**config.mk**
```make
export PLATFORM = sky130hd
export DESIGN_NAME = bit_unit_sequencer
export DESIGN_NICKNAME = d
export VERILOG_FILES = /design/src/rtl/bit_unit_pkg.sv /design/src/rtl/bit_op_decoder.sv /design/src/rtl/bit_unit_sequencer.sv
export SDC_FILE = /design/constraint.sdc
export NUM_CORES = 1
export LEC_CHECK = 0
export ABC_AREA = 1
export BUFFER_PORTS_ARGS = -buffer_cell sky130_fd_sc_hd__buf_2
export CAP_MARGIN = 30
export CORE_UTILIZATION = 45
export DETAILED_ROUTE_END_ITERATION = 8
export PLACE_DENSITY = 0.78
export SETUP_SLACK_MARGIN = 0.1
export SKIP_LAST_GASP = 1
export SLEW_MARGIN = 40
export SYNTH_ARGS = -nofsm -noshare
export SYNTH_HDL_FRONTEND = slang
export SYNTH_SLANG_ARGS = --single-unit
export TNS_END_PERCENT = 1
```
**constraint.sdc**
```tcl
create_clock -name CLK -period 2.4 [get_ports CLK]
set_clock_uncertainty 0.1 [all_clocks]
set_input_delay 0.36 -clock CLK [delete_from_list [all_inputs] [get_ports CLK]]
set_output_delay 0.36 -clock CLK [all_outputs]
set_load 0.01 [all_outputs]
```
**src/rtl/bit_unit_pkg.sv**
```systemverilog
// Shared encodings for the bit unit: instruction ops, operand sources and
// the A/B/LU mux selects seen by both the sequencer and the bit unit decoders.
package bit_unit_pkg;

  typedef enum logic [3:0] {
    OP_NOP   = 4'd0,
    OP_LD    = 4'd1,
    OP_AND   = 4'd2,
    OP_OR    = 4'd3,
    OP_XOR   = 4'd4,
    OP_NAND  = 4'd5,
    OP_LDOV  = 4'd6,
    OP_LDCMP = 4'd7,
    OP_LDSEM = 4'd8
  } op_e;

  typedef enum logic [1:0] {
    SRC_IMM = 2'd0,
    SRC_RAM = 2'd1,
    SRC_REG = 2'd2,
    SRC_RSV = 2'd3
  } src_e;

  typedef enum logic [2:0] {
    A_ARG = 3'd0,
    A_RAM = 3'd1,
    A_REG = 3'd2,
    A_LU  = 3'd3,
    A_OV  = 3'd4,
    A_CMP = 3'd5,
    A_SEM = 3'd6
  } a_op_e;

  typedef enum logic [1:0] {
    B_ARG = 2'd0,
    B_RAM = 2'd1,
    B_REG = 2'd2
  } b_op_e;

  typedef enum logic [1:0] {
    LU_AND  = 2'd0,
    LU_OR   = 2'd1,
    LU_XOR  = 2'd2,
    LU_NAND = 2'd3
  } lu_op_e;

  typedef enum logic [1:0] {
    S_IDLE,
    S_RAM_WAIT,
    S_SEM_WAIT,
    S_EXEC
  } seq_state_e;

  typedef struct packed {
    a_op_e  a_op;
    b_op_e  b_op;
    lu_op_e lu_op;
    logic   needs_ram;
    logic   needs_sem;
    logic   illegal;
  } dec_t;

  // Ops LD..NAND are the only ones that take an operand from SEQ_InstrSrc.
  function automatic logic uses_src(input logic [3:0] op);
    return (op >= 4'(OP_LD)) && (op <= 4'(OP_NAND));
  endfunction

endpackage

```
**src/rtl/bit_op_decoder.sv**
```systemverilog
// Combinational decode of {op, src} into bit unit mux selects and the
// sequencing needs (RAM fetch, semaphore acquire) of one instruction.
module bit_op_decoder
  import bit_unit_pkg::*;
(
  input  logic [3:0] op,
  input  logic [1:0] src,
  output dec_t       dec
);

  b_op_e b_sel;
  a_op_e a_sel;

  always_comb begin
    case (src)
      SRC_RAM: begin b_sel = B_RAM; a_sel = A_RAM; end
      SRC_REG: begin b_sel = B_REG; a_sel = A_REG; end
      default: begin b_sel = B_ARG; a_sel = A_ARG; end
    endcase
  end

  always_comb begin
    dec = '0;
    case (op)
      OP_NOP:   ;
      OP_LD:    dec.a_op = a_sel;
      OP_AND:   begin dec.a_op = A_LU; dec.b_op = b_sel; dec.lu_op = LU_AND;  end
      OP_OR:    begin dec.a_op = A_LU; dec.b_op = b_sel; dec.lu_op = LU_OR;   end
      OP_XOR:   begin dec.a_op = A_LU; dec.b_op = b_sel; dec.lu_op = LU_XOR;  end
      OP_NAND:  begin dec.a_op = A_LU; dec.b_op = b_sel; dec.lu_op = LU_NAND; end
      OP_LDOV:  dec.a_op = A_OV;
      OP_LDCMP: dec.a_op = A_CMP;
      OP_LDSEM: begin dec.a_op = A_SEM; dec.needs_sem = 1'b1; end
      default:  dec.illegal = 1'b1;
    endcase
    if (uses_src(op)) begin
      if (src == SRC_RSV) dec.illegal   = 1'b1;
      if (src == SRC_RAM) dec.needs_ram = 1'b1;
    end
  end

endmodule

```
**src/rtl/bit_unit_sequencer.sv**
```systemverilog
// Sequences one bit instruction at a time: optional RAM/semaphore wait with
// timeout, then a single A write strobe carrying the decoded mux selects.
module bit_unit_sequencer
  import bit_unit_pkg::*;
#(
  parameter int TIMEOUT = 15,
  parameter int ADDR_W  = 10
) (
  input  logic              CLK,
  input  logic              CPU_Reset,
  input  logic              SEQ_InstrValid,
  output logic              SEQ_InstrReady,
  input  logic [3:0]        SEQ_InstrOp,
  input  logic [1:0]        SEQ_InstrSrc,
  input  logic [ADDR_W-1:0] SEQ_InstrAddr,
  output logic              SEQ_RAMReq,
  output logic [ADDR_W-1:0] SEQ_RAMAddr,
  input  logic              SEQ_RAMAck,
  output logic              SEQ_SemReq,
  input  logic              SEQ_SemGrant,
  output logic              BITUNIT_A_WE,
  output logic [2:0]        BITUNIT_A_OPCode,
  output logic [1:0]        BITUNIT_B_OPCode,
  output logic [1:0]        BITUNIT_LU_OPCode,
  output logic              SEQ_Busy,
  output logic              SEQ_Fault
);

  localparam int CNT_W = $clog2(TIMEOUT + 1);
  // Counter value during the final wait cycle; ack/grant there still wins.
  localparam logic [CNT_W-1:0] CNT_LAST = CNT_W'(TIMEOUT - 1);

  seq_state_e        state_q, state_d;
  logic [CNT_W-1:0]  cnt_q, cnt_d;
  logic              fault_q, fault_d;
  logic              rdy_q;
  dec_t              in_dec, dec_q;
  logic [ADDR_W-1:0] addr_q;
  logic              accept;

  bit_op_decoder u_dec (
    .op  (SEQ_InstrOp),
    .src (SEQ_InstrSrc),
    .dec (in_dec)
  );

  assign accept = SEQ_InstrValid & SEQ_InstrReady;

  always_ff @(posedge CLK or posedge CPU_Reset) begin
    if (CPU_Reset) begin
      state_q <= S_IDLE;
      cnt_q   <= '0;
      fault_q <= 1'b0;
      rdy_q   <= 1'b0;
      dec_q   <= '0;
      addr_q  <= '0;
    end else begin
      state_q <= state_d;
      cnt_q   <= cnt_d;
      fault_q <= fault_d;
      rdy_q   <= 1'b1;
      if (accept) begin
        dec_q  <= in_dec;
        addr_q <= SEQ_InstrAddr;
      end
    end
  end

  always_comb begin
    state_d           = state_q;
    cnt_d             = cnt_q;
    fault_d           = 1'b0;
    SEQ_RAMReq        = 1'b0;
    SEQ_SemReq        = 1'b0;
    BITUNIT_A_WE      = 1'b0;
    BITUNIT_A_OPCode  = '0;
    BITUNIT_B_OPCode  = '0;
    BITUNIT_LU_OPCode = '0;
    case (state_q)
      S_IDLE: begin
        if (accept) begin
          if (in_dec.illegal) begin
            fault_d = 1'b1;
          end else if (SEQ_InstrOp == 4'(OP_NOP)) begin
            state_d = S_IDLE;
          end else if (in_dec.needs_ram) begin
            state_d = S_RAM_WAIT;
            cnt_d   = '0;
          end else if (in_dec.needs_sem) begin
            state_d = S_SEM_WAIT;
            cnt_d   = '0;
          end else begin
            state_d = S_EXEC;
          end
        end
      end
      S_RAM_WAIT: begin
        SEQ_RAMReq = 1'b1;
        if (SEQ_RAMAck) begin
          state_d = S_EXEC;
        end else if (cnt_q == CNT_LAST) begin
          state_d = S_IDLE;
          fault_d = 1'b1;
        end else begin
          cnt_d = cnt_q + CNT_W'(1);
        end
      end
      S_SEM_WAIT: begin
        SEQ_SemReq = 1'b1;
        if (SEQ_SemGrant) begin
          state_d = S_EXEC;
        end else if (cnt_q == CNT_LAST) begin
          state_d = S_IDLE;
          fault_d = 1'b1;
        end else begin
          cnt_d = cnt_q + CNT_W'(1);
        end
      end
      S_EXEC: begin
        BITUNIT_A_WE      = 1'b1;
        BITUNIT_A_OPCode  = dec_q.a_op;
        BITUNIT_B_OPCode  = dec_q.b_op;
        BITUNIT_LU_OPCode = dec_q.lu_op;
        state_d           = S_IDLE;
      end
      default: state_d = S_IDLE;
    endcase
  end

  assign SEQ_InstrReady = rdy_q && (state_q == S_IDLE);
  assign SEQ_Busy       = (state_q != S_IDLE);
  assign SEQ_Fault      = fault_q;
  assign SEQ_RAMAddr    = SEQ_RAMReq ? addr_q : '0;

endmodule

```
==> out/results.txt <==
Status = finished, final reports clean
CP max FO = 15
CTS tree = yes
Peak VDD IR = 0.6035 mV
Vias per cell = 4.630
R2R cell count = 11
RSZ-0062 raised after global routing = false
FFs w/ async S/R, synth = 100.0%
Yosys synthesis warning count = 0
Worst hold start = SEQ_InstrAddr[3]
Num CTS Buffers = 3
Port Buffers = 43
Synth area leader = dfrtp_1
Starting Density = 49.25%
Residual DRC = 0
Top cells by area, synth = dfrtp_1 (40%), nand2_1 (23%), inv_1 (7.5%)
Core area = 3153 um2
Clock latency on the worst-skew pair = 0.31 ns
Non-filler cells, final = 311
Pleak = 0.001161 uW
Critical path class = flop to output pin
Setup Buffers After CTS = 0
Total GRT Usage = 19.00%
#FFs+latches synth = 25
CP Launch Type = flop
Routed vias = 1440
Final setup vio count = 0
Dpl cells = 306
Seq/Total Area, Yosys = 40.29%
Proportion of netlist area held by the largest area contributor = 40.29%
# IOs = 44
Post-DP Area = 1815 um2
CP top delay family = flip-flops
Post-synthesis cell count = 222
Share of layout cells above drive strength 1 = 23.22%
Slack of the worst reg-to-reg path = 0.50 ns
Final wirelength = 3.158 mm
Worst-path cell chain = inv_1 > ha_2 > nand2_1 > inv_1 > buf_2
Vias in the first global route = 1300
Power Density = 961.8 nW/um2
DR pass1 iterations = 4
GRT overflow = 0
Most frequent CP cell = inv_1
H-tree levels = 1
RR Endpoint = cnt_q[3]$_DFFE_PP0P_
# diodes = 0
CTS sink count = 25
Die Area = 3689 um2
Worst-path clk slew = 0.13 ns
Most frequent cells in the layout = nand2_1 (96), buf_2 (43), inv_1 (31), dfrtp_1 (25), nand3_1 (12)
Design Area, Final = 1854 um2
FF-to-FF Start = state_q[1]$_DFFE_PP0P_
Die H = 60.74 um
Dpl hpwl = 2.477 mm
Die Wd = 60.74 um
Clock root buffer = clkbuf_4
Number of buffer and inverter stages on the critical path = 3
Syn nets = 250
Slowest CP cell = dfrtp_1
Final Hold Vio Count = 0
Area added between synthesis and finish = 19.42%
Hold Path Stages = 3
Fill count = 325
Endpoint class of the critical path = output pin
Largest net degree at the start of global routing = 26
Required @ worst endpoint = 1.94 ns
MaxCap Viol Count = 0
Max Freq = 496.3 MHz
Min cycle time layout = 2.015 ns
Number of synthesized flops with an enable pin = 0
CTS max path bufs = 2
Cell row count = 20
Hold WS = 0.1381 ns
Min-Delay Endpoint = addr_q[3]$_DFFE_PP0P_
Setup TNS = 0 ns
Nets = 296
Post-Syn Area = 1553 um2
Slowest cell delay on critical path = 0.45 ns
Detailed Route Iter0 Violations = 27
Wirelength per Cell = 10.15 um
Top_reg_cell synth = dfrtp_1
Fin crit share = 83.95%
Hold WC Path Type = input port to flop
CP arrival = 1.55 ns
First-pass GRT wire length = 5.250 mm
Post-route ant nets = 0
Max Slew Vio Count = 0
Initial antenna violation count = 0
Syn Area/Cell = 6.994 um2
Distinct cells, synth = 27
Commonest non-fill, non-tap cell in the layout = nand2_1
RD Place Congestion = 0.8108
sequential cells by signal, indices dropped and copies added, names as in the netlist:
name,count
rdy_q,1
addr_q,10
dec_q,7
SEQ_Fault,1
state_q,2
cnt_q,4
kinds of logic (layout without fill, tap and decap cells):
group	after synthesis	in the layout	share of synthesized area (%)
simple gates	130	130	36.18
buf+inv	40	85	9.991
flops	25	25	40.29
compound gates	19	19	7.656
fa+ha+maj	7	7	5.640
other cells	1	1	0.2415
repair_timing:
item / CTS / global route
hold buffers: 1 / 0
endpoints found under the setup margin: 0 / 5
hold endpoints to repair: 25 / 0
gates resized for setup: 0 / 1
area by class of cell:
| class | instances | area, um2 | share of cell area, % |
|---|---|---|---|
| timing repair buffer | 46 | 240.2 | 12.96 |
| inverter | 35 | 132.6 | 7.152 |
| tap | 44 | 55.05 | 2.969 |
| multi-input combinational | 157 | 774.5 | 41.77 |
| clock buffer | 4 | 26.28 | 1.417 |
| sequential | 25 | 625.6 | 33.74 |
Yosys cell counts (2+ instances only):
library cell  instances
o21ai_1               7
dfrtp_1              25
o211ai_1              2
inv_1                31
inv_2                 2
nand3_1              12
nand3_2               2
nand2_2               2
nor2_1                9
nor3_1                2
ha_1                  7
or2_1                 2
clkbuf_1              2
buf_2                 3
a21oi_1               6
nand2_4               2
nand2_1              96
worst min-delay path, delay by kind of cell:
kind,cells,cell delay (ns)
AND/OR/NAND/NOR,2,0.08
buffers and inverters,1,0.08
per-stage QoR:
step	util, %	total power (uW)	setup WS (ns)
2_1_floorplan	-	1342	0.7175
3_5_place_dp	57.58	1612	0.4976
3_3_place_gp	57.58	1589	0.5463
5_1_grt	58.81	1970	0.2340
4_1_cts	58.73	1799	0.2060
6_report	58.81	1783	0.3852
routing by layer:
layer  vias up  global-route usage, %  wire, um
li1        765                      -         -
met1       649                  21.70      1401
met2        26                  37.36      1658
met3         0                  3.838        97
met4         0                  1.948         0
met5         -                      0         0
report_power, final:
part	internal [uW]	total (uW)	switching [uW]
sequential	578	684	105
combinational	346	920	574
clock	64.8	180	115
worst max-delay path by stage:
stage,startpoint,slack [ns],endpoint,cells after the start
after CTS,state_q[1]$_DFFE_PP0P_,0.21,SEQ_RAMAddr[4],5
after detailed placement,state_q[1]$_DFFE_PP0P_,0.50,cnt_q[3]$_DFFE_PP0P_,10
after floorplan,state_q[1]$_DFFE_PP0P_,0.72,SEQ_RAMAddr[7],5
after global routing,state_q[1]$_DFFE_PP0P_,0.23,SEQ_RAMAddr[6],5
after global placement,state_q[1]$_DFFE_PP0P_,0.55,cnt_q[3]$_DFFE_PP0P_,10
final,state_q[1]$_DFFE_PP0P_,0.39,SEQ_RAMAddr[4],5
(Power assumes the default switching activity.)
